--- src/rtl/axis_stim_synth_if.sv ---
// AXI-Stream bundle for the stimulus source: tdata/tdest/tkeep/tlast/tvalid forward, tready back.
interface axis_stim_synth_if #(
  parameter int unsigned TDATA_NUM_BYTES = 8,
  parameter int unsigned TDEST_WIDTH     = 4
);
  logic [8*TDATA_NUM_BYTES-1:0] tdata;
  logic [TDEST_WIDTH-1:0]       tdest;
  logic [TDATA_NUM_BYTES-1:0]   tkeep;
  logic                         tlast;
  logic                         tvalid;
  logic                         tready;

  modport master (
    output tdata,
    output tdest,
    output tkeep,
    output tlast,
    output tvalid,
    input  tready
  );

  modport slave (
    input  tdata,
    input  tdest,
    input  tkeep,
    input  tlast,
    input  tvalid,
    output tready
  );
endinterface

--- src/rtl/axis_stim_synth.sv ---
// AXI-Stream packet generator: tdata = {FIXED, byte counter}, fixed-length packets, single/cycle/cont.
// Optional AXIS_STIM_SYN_TDEST_CNT_EN: drive tdest from a per-packet counter instead of TDEST.
module axis_stim_synth #(
  parameter int unsigned                 TDATA_NUM_BYTES = 8,
  parameter logic [8*TDATA_NUM_BYTES-9:0] FIXED          = '0,
  parameter int unsigned                 PKT_LEN         = 16,
  parameter int unsigned                 GAP_CYCLES      = 16,
  parameter int unsigned                 TDEST_WIDTH     = 4,
  parameter logic [TDEST_WIDTH-1:0]      TDEST           = '0
) (
  input  logic              clk_i,
  input  logic              rstn_i,
  input  logic              en_i,
  input  logic              clr_i,
  input  logic              cycle_i,
  input  logic              cont_i,
  axis_stim_synth_if.master m_axis
);

  localparam int unsigned BeatW = (PKT_LEN > 1) ? $clog2(PKT_LEN) : 1;
  localparam int unsigned GapW  = (GAP_CYCLES > 1) ? $clog2(GAP_CYCLES) : 1;
  localparam logic [BeatW-1:0] BeatLast = BeatW'(PKT_LEN - 1);
  localparam logic [GapW-1:0]  GapLast  = GapW'((GAP_CYCLES > 0) ? GAP_CYCLES - 1 : 0);

  typedef enum logic [1:0] {StIdle, StSend, StGap, StDone} state_e;

  state_e           state_q, state_d;
  logic             tvalid_q, tvalid_d;
  logic             tlast_q, tlast_d;
  logic [7:0]       data_q, data_d;
  logic [7:0]       cnt_q, cnt_d;
  logic [BeatW-1:0] beat_q, beat_d;
  logic [GapW-1:0]  gap_q, gap_d;

  logic             xfer;
  logic             load;
  logic [7:0]       cnt_c;
  logic [BeatW-1:0] beat_ld;

`ifdef AXIS_STIM_SYN_TDEST_CNT_EN
  logic [TDEST_WIDTH-1:0] pkt_q, pkt_d;
  logic [TDEST_WIDTH-1:0] tdest_q, tdest_d;
`endif

  assign xfer  = tvalid_q & m_axis.tready;
  // cnt_q is the byte for the next beat to be loaded; a clear lands on that next load.
  assign cnt_c = clr_i ? 8'h00 : cnt_q;

  always_comb begin
    state_d  = state_q;
    tvalid_d = tvalid_q;
    tlast_d  = tlast_q;
    data_d   = data_q;
    cnt_d    = cnt_c;
    beat_d   = beat_q;
    gap_d    = gap_q;
    load     = 1'b0;
    beat_ld  = '0;

    unique case (state_q)
      StIdle: begin
        if (en_i) begin
          state_d = StSend;
          load    = 1'b1;
        end
      end
      StSend: begin
        if (xfer) begin
          if (!tlast_q) begin
            load    = 1'b1;
            beat_ld = beat_q + BeatW'(1);
          end else if (!en_i) begin
            state_d = StIdle;
          end else if (cont_i || (cycle_i && GAP_CYCLES == 0)) begin
            load = 1'b1;
          end else if (cycle_i) begin
            state_d = StGap;
            gap_d   = '0;
          end else begin
            state_d = StDone;
          end
        end
      end
      StGap: begin
        if (!en_i) begin
          state_d = StIdle;
        end else if (gap_q == GapLast) begin
          state_d = StSend;
          load    = 1'b1;
        end else begin
          gap_d = gap_q + GapW'(1);
        end
      end
      StDone: begin
        if (!en_i) state_d = StIdle;
      end
      default: state_d = StIdle;
    endcase

    if (load) begin
      tvalid_d = 1'b1;
      data_d   = cnt_c;
      cnt_d    = cnt_c + 8'd1;
      beat_d   = beat_ld;
      tlast_d  = (beat_ld == BeatLast);
    end else if (xfer) begin
      tvalid_d = 1'b0;
      tlast_d  = 1'b0;
      beat_d   = '0;
    end
  end

`ifdef AXIS_STIM_SYN_TDEST_CNT_EN
  always_comb begin
    pkt_d   = clr_i ? '0 : ((xfer && tlast_q) ? pkt_q + TDEST_WIDTH'(1) : pkt_q);
    // Latched only when a beat is loaded so tdest stays stable under stall.
    tdest_d = load ? pkt_d : tdest_q;
  end
`endif

  always_ff @(posedge clk_i or negedge rstn_i) begin
    if (!rstn_i) begin
      state_q  <= StIdle;
      tvalid_q <= 1'b0;
      tlast_q  <= 1'b0;
      data_q   <= 8'h00;
      cnt_q    <= 8'h00;
      beat_q   <= '0;
      gap_q    <= '0;
`ifdef AXIS_STIM_SYN_TDEST_CNT_EN
      pkt_q    <= '0;
      tdest_q  <= '0;
`endif
    end else begin
      state_q  <= state_d;
      tvalid_q <= tvalid_d;
      tlast_q  <= tlast_d;
      data_q   <= data_d;
      cnt_q    <= cnt_d;
      beat_q   <= beat_d;
      gap_q    <= gap_d;
`ifdef AXIS_STIM_SYN_TDEST_CNT_EN
      pkt_q    <= pkt_d;
      tdest_q  <= tdest_d;
`endif
    end
  end

  assign m_axis.tdata  = {FIXED, data_q};
  assign m_axis.tkeep  = {TDATA_NUM_BYTES{tvalid_q}};
  assign m_axis.tlast  = tlast_q;
  assign m_axis.tvalid = tvalid_q;
`ifdef AXIS_STIM_SYN_TDEST_CNT_EN
  assign m_axis.tdest  = tdest_q;
`else
  assign m_axis.tdest  = TDEST;
`endif

endmodule

--- src/flat_wrapper.sv ---
// flat-port wrapper written by rule: the top's interface ports become plain ports
module axis_stim_synth_flat 
#(
  parameter int unsigned                 TDATA_NUM_BYTES = 8,
  parameter logic [8*TDATA_NUM_BYTES-9:0] FIXED          = '0,
  parameter int unsigned                 PKT_LEN         = 16,
  parameter int unsigned                 GAP_CYCLES      = 16,
  parameter int unsigned                 TDEST_WIDTH     = 4,
  parameter logic [TDEST_WIDTH-1:0]      TDEST           = '0
)
  (clk_i, rstn_i, en_i, clr_i, cycle_i, cont_i, m_axis_tdata, m_axis_tdest, m_axis_tkeep, m_axis_tlast, m_axis_tvalid, m_axis_tready);
  axis_stim_synth_if #(.TDATA_NUM_BYTES(TDATA_NUM_BYTES), .TDEST_WIDTH(TDEST_WIDTH)) m_axis_i ();
  input  logic clk_i;
  input  logic rstn_i;
  input  logic en_i;
  input  logic clr_i;
  input  logic cycle_i;
  input  logic cont_i;
  output wire logic [$bits(m_axis_i.tdata)-1:0] m_axis_tdata;
  output wire logic [$bits(m_axis_i.tdest)-1:0] m_axis_tdest;
  output wire logic [$bits(m_axis_i.tkeep)-1:0] m_axis_tkeep;
  output wire logic [$bits(m_axis_i.tlast)-1:0] m_axis_tlast;
  output wire logic [$bits(m_axis_i.tvalid)-1:0] m_axis_tvalid;
  input wire logic [$bits(m_axis_i.tready)-1:0] m_axis_tready;
  assign m_axis_tdata = m_axis_i.tdata;
  assign m_axis_tdest = m_axis_i.tdest;
  assign m_axis_tkeep = m_axis_i.tkeep;
  assign m_axis_tlast = m_axis_i.tlast;
  assign m_axis_tvalid = m_axis_i.tvalid;
  assign m_axis_i.tready = m_axis_tready;
  axis_stim_synth #(.TDATA_NUM_BYTES(TDATA_NUM_BYTES), .FIXED(FIXED), .PKT_LEN(PKT_LEN), .GAP_CYCLES(GAP_CYCLES), .TDEST_WIDTH(TDEST_WIDTH), .TDEST(TDEST)) u_core (.clk_i(clk_i), .rstn_i(rstn_i), .en_i(en_i), .clr_i(clr_i), .cycle_i(cycle_i), .cont_i(cont_i), .m_axis(m_axis_i));
endmodule
--- config.mk ---
export PLATFORM = sky130hd
export DESIGN_NAME = axis_stim_synth_flat
export DESIGN_NICKNAME = d
export VERILOG_FILES = /design/src/rtl/axis_stim_synth_if.sv /design/src/rtl/axis_stim_synth.sv /design/src/flat_wrapper.sv
export SDC_FILE = /design/constraint.sdc
export NUM_CORES = 1
export LEC_CHECK = 0
export ABC_CLOCK_PERIOD_IN_PS = 2900
export BUFFER_PORTS_ARGS = -buffer_cell sky130_fd_sc_hd__buf_2
export CORE_MARGIN = 1.5
export CORE_UTILIZATION = 40
export CTS_CLUSTER_SIZE = 25
export DETAILED_ROUTE_END_ITERATION = 8
export PLACE_DENSITY = 0.74
export SLEW_MARGIN = 20
export SYNTH_ARGS = -nofsm -noshare
export SYNTH_HDL_FRONTEND = slang
export SYNTH_SLANG_ARGS = --single-unit
--- constraint.sdc ---
create_clock -name clk_i -period 2.9 [get_ports clk_i]
set_input_delay 0.435 -clock clk_i [delete_from_list [all_inputs] [get_ports clk_i]]
set_output_delay 0.435 -clock clk_i [all_outputs]
set_load 0.05 [all_outputs]
### Word-level counts from Yosys, hierarchy flattened

Cells that the tools add are included.

| storage, ports and cells | value |
|---|---|
| memories | 0 |
| latch bits | 0 |
| bits in writable memories | 0 |
| input port bits | 7 |
| bits in registers | 28 |
| output and inout port bits | 78 |
| ROM bits | 0 |
| word-level logic and storage cells | 68 |

| operators by class | value |
|---|---|
| order comparisons | 0 |
| equal/unequal tests | 16 |
| $mul | 0 |
| muxes and demuxes | 36 |
| bitwise operators | 1 |
| reductions and logical operators | 5 |
| divide/modulo/power cells | 0 |
| shift-type cells | 0 |
| $add $sub $neg | 3 |

Operators with widths:

| kind | number |
|---|---|
| $mux W4 | 12 |
| $mux W2 | 8 |
| $mux W8 | 2 |
| $ne A2 B2 Y1 const B | 7 |
| $mux W1 | 11 |
| $add A4 B1 Y4 const B | 2 |
| $add A8 B1 Y8 const B | 1 |
| $eq A4 B4 Y1 const B | 2 |
| $pmux W2 S4 | 1 |
| $pmux W4 S2 | 1 |
| $reduce_and A8 Y1 | 1 |
| $reduce_and A6 Y1 | 1 |
| $eq A2 B2 Y1 const B | 2 |
| $ne A2 B1 Y1 const B | 2 |
| $reduce_bool A2 Y1 | 2 |
| $ne A3 B2 Y1 const B | 1 |
| $ne A3 B3 Y1 const B | 1 |
| $pmux W1 S3 | 1 |
| $eq A2 B1 Y1 const B | 1 |
| $logic_not A2 Y1 | 1 |
| $and A1 B1 Y1 | 1 |

### Longest topological paths before layout

Gate-level depths: netlist of the first run.

| depth | value |
|---|---|
| word-level depth | 6 |
| gate-level depth with buffers | 8 |
| mapped depth without buffers | 6 |

### Least setup slack after synthesis of the first run

OpenSTA, ideal clock, no wires.

| timing | value |
|---|---|
| path type | reg-to-reg |
| from | register u_core.tvalid_q (netlist: u_core.m_axis.tvalid) |
| to | register u_core.gap_q[3] |
| cell stages (with the launch flop) | 6 |
| path slack | 0.683 ns |
| path buffers | 0 |
| data required time | 2.831 ns |
| arrival time | 2.148 ns |
| library setup time | 0.069 ns |
| clock period less this slack | 2.217 ns |
| path through | dfrtp_1 > nand3_1 > or4_1 > o21a_1 > or4_1 > nand3_1 |

| between the ends | value |
|---|---|
| cells in the longest elaborated chain, start to end | 3 |

Ends and longest elaborated chain:

| item | line | RTL |
|---|---|---|
| start, declared | axis_stim_synth.sv:28 | `logic tvalid_q, tvalid_d;` |
| start signal, assigned | axis_stim_synth.sv:136 | `tvalid_q <= tvalid_d;` |
| $and A1 B1 Y1 | axis_stim_synth.sv:45 | `assign xfer = tvalid_q & m_axis.tready;` |
| $ne A2 B1 Y1 (no source line) | -- |  |
| $reduce_and A8 Y1 (no source line) | -- |  |
| end signal, assigned | axis_stim_synth.sv:141 | `gap_q <= gap_d;` |
| end, declared | axis_stim_synth.sv:33 | `logic [GapW-1:0] gap_q, gap_d;` |

Every way passes these cells.
A chain may end at the register's enable or synchronous reset.

### Worst setup path after layout of the first run

Same ends and word-level chain as after synthesis.

==> results.yml, run 1 <==
outcome:
  outcome: "finished, violations left"
  violations: "DRC"
timing:
  finalHoldViolCount: 0
  period_share: 0.681
  finalCriticalPeriod_ns: 1.97
  rsz0062_at_grt: "false"
  timing.slew.headroom: 0.545
  worst_slew_pin_slew_ns: 0.678
  whs_ns: 0.165
  setup_tns_ns: 0
  drv_slew: 0
  finalSetupViolCount: 0
  fmax_ghz: 0.507
  fin_skew_ns: 0.00240
drt:
  drt-initial-drc-count: 57
  firstDrtPassIters: 6
  vias: 1244
  drc: 8
  vias_per_cell: 4.57
  ant_nets: 0
  post_drt_wl_per_cell_um: 10.6
  drt-total-wl_um: 2890
synth:
  ys.flop_type: "dfrtp_1"
  ys_seq_elements: 28
  yosysSeqAreaShare: 0.369
  avgSynthCellArea_um2: 9.21
  synthArstFlopShare: 1.00
  synth_edf_count: 0
  synth_cell_type_count: 37
  syn_inst: 206
  yosysWarnings: 0
  syn-cell-area_um2: 1900
placed_design:
  portBuffers: 24
  dp_cells: 269
  dp_hpwl_um: 2170
  gp_congestion: 0.763
setup_path:
  crit_path_end: "u_core.gap_q[3]"
  r2r_end: "u_core.gap_q[3]"
  r2r_start: "u_core.m_axis.tvalid"
  crit_fanout: 13
  path_class: "reg -> reg"
  cp_slowest_cell: "dfrtp_1"
  worstPathArrival_ns: 2.18
  rrSetupSlack_ns: 0.93
  critPathCaptureType: "flop"
  crit_path_start_kind: "flop"
  critPathLaunch: "u_core.m_axis.tvalid"
  required_ns: 3.11
  reg2reg_depth: 5
  cp_cell_sequence: "nand3_1 -> or4_1 -> o21a_1 -> or4_1 -> nand3_1"
  cpPeakStageDelay_ns: 0.53
grt:
  antenna_found_initial: 0
  track_usage: 0.112
  grt_pass1_wl_um: 4640
  globalRouteOverflowTotal: 0
  grt_pass1_vias: 1077
  grt_max_degree: 29
cts:
  tritoncts: "yes"
  clkSinkCount: 28
  clock_latency_ns: 0.27
  clkSlewWorstSetupHoldPaths_ns: 0.09
  cts_hold_buf: 0
  ctsResizeCount: 0
  clockBufferDepth: 2
  cts_setup_buffers: 0
  cts-root-buf: "clkbuf_8"
  cts_buffers: 3
  htree_levels: 1
power:
  power_density_nw_per_um2: 767
  p_leak_nw: 0.921
  ir_worst_vdd_uv: 319
  total_power_mw: 1.40
die:
  die_area_um2: 5160
  die_h_um: 71.9
  core_area_um2: 4440
  row_count: 24
  die_w_um: 71.9
  start_util: 0.427
  ios: 85
cells_and_area:
  instances_no_fill: 272
  drive_gt1_frac: 0.168
  diodes: 0
  finalNetCount: 232
  mostFrequentLayoutCells: "60 x conb_1, 28 x dfrtp_1, 24 x buf_2"
  syn_to_final_growth_pct: -4.09
  final_common_cell: "conb_1"
hold_path:
  hold_class: "in -> async"
job:
  drv_cap: 0
-- where the power goes --
| group | leakage [nW] | total, mW | switching (mW) | internal, mW |
|---|---|---|---|---|
| Clock | 0.0216 | 0.206 | 0.113 | 0.0932 |
| Sequential | 0.374 | 0.521 | 0.0722 | 0.449 |
| Combinational | 0.525 | 0.668 | 0.529 | 0.139 |
-- metal layers --
layer | wire (um) | vias to the layer above | global-route usage
met5 | 0 | - | 0
met4 | 29 | 0 | 0.0377
met3 | 190 | 4 | 0.0253
met2 | 1410 | 59 | 0.193
met1 | 1260 | 580 | 0.139
li1 | - | 601 | -
-- cells in the mapped netlist (2+ instances only) --
master / instances / share of area
nand2b_1: 6 / 0.020
nor2_1: 5 / 0.0099
buf_2: 3 / 0.0079
xnor2_1: 3 / 0.014
o21ai_0: 16 / 0.042
dfrtp_1: 28 / 0.37
nor2b_1: 3 / 0.0099
a21oi_1: 7 / 0.018
a22o_1: 2 / 0.0092
buf_4: 68 / 0.27
o31ai_1: 2 / 0.0079
nand4b_1: 2 / 0.0092
mux2i_1: 2 / 0.011
ha_1: 3 / 0.020
or4_1: 2 / 0.0079
or3_1: 4 / 0.013
nand3_1: 8 / 0.021
clkbuf_1: 2 / 0.0040
mux2_2: 6 / 0.036
nor3_1: 2 / 0.0053
nand2_1: 16 / 0.032
-- critical path, delay by kind of cell (launching register included) --
family | cells | cell delay (ns)
simple gates | 4 | 1.24
flops | 1 | 0.53
compound gates | 1 | 0.14
-- how the worst min path moves through the flow --
stage / to / depth (start not counted)
2_1_floorplan: u_core.beat_q[0] / 0
3_5_place_dp: u_core.data_q[3] / 2
3_3_place_gp: u_core.data_q[4] / 2
6_report: u_core.beat_q[0] / 1
4_1_cts: u_core.beat_q[1] / 1
5_1_grt: u_core.beat_q[2] / 1
-- layout make-up --
cell class | count | area (um2)
Sequential cell | 28 | 701
Multi-Input combinational cell | 163 | 881
Timing Repair Buffer | 25 | 128
Tap cell | 52 | 65.1
Inverter | 1 | 3.75
Clock buffer | 3 | 41.3
Fill cell | 465 | 2630
-- state kept, by name (all words and copies together) (netlist names) --
register	count
u_core.cnt_q	8
u_core.beat_q	4
u_core.gap_q	4
u_core.m_axis.tlast	1
u_core.data_q	8
u_core.m_axis.tvalid	1
u_core.state_q	2
-- stage by stage --
stage | area [um2] | setup WS (ns) | util
after floorplan | 2120 | 0.683 | -
after global placement | 1780 | 0.985 | 0.400
after detailed placement | 1780 | 0.943 | 0.400
after CTS | 1820 | 0.919 | 0.409
after global routing | 1820 | 0.777 | 0.409
final | 1820 | 0.926 | 0.409
-- kinds of logic after synthesis --
group                      count (synthesis)  share of synthesized area
AOI/OAI and AO/OA                         34                      0.108
xor gates and xnor gates                   3                     0.0139
adders and majority gates                  3                     0.0198
buffers and inverters                     74                      0.283
DFF                                       28                      0.369
muxes                                      8                     0.0462
other                                      1                    0.00198
and+or+nand+nor                           55                      0.158
No activity file was read; power rests on OpenSTA's default activity.
==> inputs of run 2 (changes only) <==
--- a/config.mk
+++ b/config.mk
@@ -5,7 +5,7 @@
 export SDC_FILE = /design/constraint.sdc
 export NUM_CORES = 1
 export LEC_CHECK = 0
-export ABC_CLOCK_PERIOD_IN_PS = 2900
+export ABC_CLOCK_PERIOD_IN_PS = 1900
 export BUFFER_PORTS_ARGS = -buffer_cell sky130_fd_sc_hd__buf_2
 export CORE_MARGIN = 1.5
 export CORE_UTILIZATION = 40
==> constraint.sdc (replaced) <==
create_clock -name clk_i -period 1.9 [get_ports clk_i]
set_input_delay 0.285 -clock clk_i [delete_from_list [all_inputs] [get_ports clk_i]]
set_output_delay 0.285 -clock clk_i [all_outputs]
set_load 0.05 [all_outputs]
==> results.yml, run 2 (synthesis gave the netlist of run 1 again) <==
outcome:
  outcome: "complete, no violations"
power:
  pwr-share-seq: 0.330
  total_power_mw: 2.38
  ir_worst_vdd_uv: 476
  switchingPower_mw: 1.12
  clockPowerShare: 0.196
  p_leak_nw: 0.977
  intPower_mw: 1.26
  sw_frac_of_total: 0.471
  p_comb_frac: 0.474
  power_density_nw_per_um2: 1220
drt:
  ant_nets: 0
  met3WireLength_um: 166
  post_drt_wl_per_cell_um: 10.7
  vias: 1308
  vias_per_cell: 4.62
  met1_length_um: 1300
  drt-total-wl_um: 3020
  drc: 0
  drt-initial-drc-count: 66
  firstDrtPassIters: 6
  top_layer: "met4"
  wl_met2_um: 1530
cells_and_area:
  top_regs: "u_core.cnt_q x8, u_core.data_q x8"
  finalNetCount: 242
  final_common_cell: "conb_1"
  syn_to_final_growth_pct: 2.77
  diodes: 0
  postLayoutCellArea_um2: 1950
  drive_gt1_frac: 0.238
  mostFrequentLayoutCells: "60 x conb_1, 26 x dfrtp_1, 24 x buf_2"
die:
  die_area_um2: 5160
  die_h_um: 71.9
  row_count: 24
  die_w_um: 71.9
  ios: 85
  start_util: 0.427
  core_area_um2: 4440
setup_path:
  reg2reg_depth: 5
  rrSetupSlack_ns: 0.07
  cpPeakStageDelay_ns: 0.50
  required_ns: 2.11
  crit_path_frequent_cell: "or4_1"
  cp_slowest_cell: "or4_1"
  crit_path_start_kind: "flop"
  path_class: "reg -> reg"
  crit_fanout: 7
  critPathCaptureType: "flop"
  critPathBufInv: 0
  worstPathArrival_ns: 2.04
  cp_cell_sequence: "nand3_2 -> or4_1 -> o21a_1 -> or4_1 -> nand3_1"
  r2r_end: "u_core.gap_q[3]"
  cp_top_family: "simple AND/OR/NAND/NOR gates"
  r2r_start: "u_core.m_axis.tlast"
timing:
  fin_skew_ns: 0.00512
  setup_tns_ns: 0
  whs_ns: 0.00768
  fmax_ghz: 0.546
  finalSetupViolCount: 0
  period_share: 0.964
  fin_ws_ns: 0.0682
  drv_slew: 0
  finalHoldViolCount: 0
  finalCriticalPeriod_ns: 1.83
  timing.slew.headroom: 0.596
  worst_slew_pin_slew_ns: 0.606
grt:
  grt_max_degree: 29
  grt_pass1_wl_um: 4700
  globalRouteOverflowTotal: 0
  antenna_found_initial: 0
  grt_pass1_vias: 1051
  track_usage: 0.114
hold_path:
  hold_class: "in -> async"
placed_design:
  dp_hpwl_um: 2220
  placed_area_um2: 1860
  place_ws_ns: 0.0896
  portBuffers: 24
  gp_congestion: 0.780
cts:
  clkSlewWorstSetupHoldPaths_ns: 0.09
  tritoncts: "yes"
  clock_latency_ns: 0.27
  clkSinkCount: 28
  htree_levels: 1
  cts-root-buf: "clkbuf_8"
  cts_buffers: 3
  clockBufferDepth: 2
job:
  drv_cap: 0
run 2: layer usage:
layer  vias to the layer above  track usage
li1                        622            -
met1                       625        0.154
met2                        57        0.185
met3                         4       0.0169
met4                         0       0.0440
met5                         -            0
run 2: area by class of cell:
class	instances	area [um2]
flip-flops and latches	28	706
multi-input cells	163	901
clock inverters	1	30.0
fillers	458	2490
well taps	52	65.1
clock buffers	3	41.3
repair buffers	35	203
inverters	1	3.75
run 2: power by group through the flow:
stage                     sequential [mW]  clock [mW]  combinational, mW
after global placement              0.788           0               1.09
after global routing                0.799       0.500               1.20
after detailed placement            0.792           0               1.10
after CTS                           0.782       0.486               1.11
final                               0.785       0.466               1.13
after floorplan                     0.853           0               1.00
run 2: repair_timing:
action / in CTS / in global routing
gates resized for setup: 0 / 4
setup endpoints to repair: 0 / 4
buffers inserted: 0 / 1
hold buffers: 0 / 0
run 2: per-stage QoR:
stage,std cells,utilization
after floorplan,265,-
after global placement,278,0.418
after detailed placement,278,0.418
after CTS,282,0.434
after global routing,283,0.439
final,283,0.439
run 2: worst max-delay path by stage:
stage / from / end / slack, ns / cells past startpoint
3_5_place_dp: u_core.m_axis.tvalid / u_core.gap_q[3] / 0.09 / 5
3_3_place_gp: u_core.m_axis.tvalid / u_core.gap_q[3] / 0.11 / 5
2_1_floorplan: u_core.m_axis.tvalid / u_core.gap_q[3] / 0.001 / 5
4_1_cts: u_core.m_axis.tvalid / u_core.gap_q[3] / 0.07 / 5
6_report: u_core.m_axis.tlast / u_core.gap_q[3] / 0.07 / 5
5_1_grt: u_core.gap_q[1] / u_core.cnt_q[7] / -0.01 / 7
run 2: worst reg2reg max path: stages, from the launching register on:
cell and delay (ns):
dfrtp_2 0.45, nand3_2 0.11, or4_1 0.48, o21a_1 0.15, or4_1 0.50, nand3_1 0.09
==> inputs of run 3 (changes only) <==
--- a/config.mk
+++ b/config.mk
@@ -12,6 +12,7 @@
 export CTS_CLUSTER_SIZE = 25
 export DETAILED_ROUTE_END_ITERATION = 8
 export PLACE_DENSITY = 0.74
+export SETUP_SLACK_MARGIN = 0.1
 export SLEW_MARGIN = 20
 export SYNTH_ARGS = -nofsm -noshare
 export SYNTH_HDL_FRONTEND = slang
==> results.yml, run 3 (synthesis gave the netlist of run 1 again) <==
outcome:
  violations: "DRC"
  outcome: "finished, violations left"
cells_and_area:
  diodes: 0
  final_common_cell: "conb_1"
  top_regs: "u_core.cnt_q x8, u_core.data_q x8"
  final_core_util: 0.447
  instances_no_fill: 283
  fillers: 445
  mostFrequentLayoutCells: "60 x conb_1, 24 x buf_2, 24 x dfrtp_1"
  finalNetCount: 242
  drive_gt1_frac: 0.251
  syn_to_final_growth_pct: 4.75
cts:
  cts_buffers: 3
  clock_latency_ns: 0.27
  tritoncts: "yes"
  clkSinkCount: 28
  htree_levels: 1
  clkSlewWorstSetupHoldPaths_ns: 0.10
  cts_hold_buf: 0
  clockBufferDepth: 2
  cts-root-buf: "clkbuf_8"
setup_path:
  path_class: "reg -> reg"
  crit_fanout: 5
  rrSetupSlack_ns: 0.16
  reg2reg_depth: 5
  worstPathArrival_ns: 1.96
  r2r_start: "u_core.m_axis.tvalid"
  r2r_end: "u_core.gap_q[3]"
  crit_path_start_kind: "flop"
  critPathCaptureType: "flop"
  required_ns: 2.12
grt:
  busiest_layer: "met2"
  met1_usage: 0.155
  grt_pass1_vias: 1092
  grt_max_degree: 29
  met2_usage: 0.187
  track_usage: 0.114
  antenna_found_initial: 0
  globalRouteOverflowTotal: 0
  grt_pass1_wl_um: 4840
  met3_usage: 0.0239
timing:
  finalCriticalPeriod_ns: 1.74
  period_share: 0.915
  fin_skew_ns: 0.000926
  rsz0062_at_grt: "false"
  finalHoldViolCount: 0
  setup_tns_ns: 0
  worst_slew_pin_slew_ns: 0.660
  whs_ns: 0.0292
  finalSetupViolCount: 0
  fmax_ghz: 0.575
  timing.slew.headroom: 0.560
  drv_slew: 0
drt:
  drt-total-wl_um: 3000
  post_drt_wl_per_cell_um: 10.6
  ant_nets: 0
  vias: 1241
  firstDrtPassIters: 8
  vias_per_cell: 4.39
  drc: 1
  drt-initial-drc-count: 114
die:
  core_area_um2: 4440
  row_count: 24
  die_area_um2: 5160
  die_w_um: 71.9
  ios: 85
  die_h_um: 71.9
  start_util: 0.427
power:
  p_leak_nw: 0.987
  ir_worst_vdd_uv: 603
  power_density_nw_per_um2: 1220
placed_design:
  portBuffers: 24
  dp_cells: 274
  dp_hpwl_um: 2110
  gp_congestion: 0.736
hold_path:
  hold_class: "in -> async"
job:
  drv_cap: 0
[run 3: cell counts in the layout (fill, tap and decap cells not counted)]
Identical to the previous run, type by type.
[run 3: final cells by class]
cell class,count,area [um2],area share
clock buffer,3,41.3,0.0208
clock inverter,1,30.0,0.0151
inverter,1,3.75,0.00189
multi-input combinational,163,923,0.465
sequential,28,708,0.356
tap,52,65.1,0.0327
timing repair buffer,35,215,0.108
[run 3: layer usage]
layer,vias to the layer above,part of all wire
met5,-,0
met4,0,0.0070
met3,4,0.062
met2,47,0.47
met1,570,0.46
li1,620,-
[run 3: power breakdown]
group / internal [mW] / switching (mW)
logic: 0.298 / 0.843
registers: 0.694 / 0.108
clock network: 0.282 / 0.193
total: 1.27 / 1.14
[run 3: worst max path at each step]
| stage | from | end | slack, ns | cells past startpoint |
|---|---|---|---|---|
| detailed placement | u_core.m_axis.tvalid | u_core.gap_q[3] | 0.13 | 5 |
| CTS | u_core.m_axis.tvalid | u_core.gap_q[3] | 0.11 | 5 |
| global placement | u_core.m_axis.tvalid | u_core.gap_q[3] | 0.15 | 5 |
| floorplan | u_core.m_axis.tlast | u_core.gap_q[3] | 0.07 | 5 |
| global route | u_core.gap_q[0] | u_core.cnt_q[7] | 0.05 | 7 |
| finish | u_core.m_axis.tvalid | u_core.gap_q[3] | 0.16 | 5 |
[run 3: per-stage QoR]
step           total power [mW]  setup WS [ns]  instance area [um2]
3_5_place_dp               1.88          0.134                 1840
5_1_grt                    2.55         0.0456                 1990
2_1_floorplan              1.86         0.0725                 2130
6_report                   2.42          0.162                 1990
3_3_place_gp               1.87          0.145                 1840
4_1_cts                    2.36          0.110                 1910
[run 3: worst max-delay path, stage by stage, from the launching register on]
cell and delay (ns):
dfrtp_4 0.47, nand3_4 0.07, or4_1 0.51, o21a_1 0.14
or4_1 0.41, nand3_2 0.07
[run 3: timing repair]
action                                  in CTS  in global routing
endpoints found under the hold margin        0                  0
gates resized for setup                      0                  9
endpoints found under the setup margin       0                 10
setup buffers                                0                  5
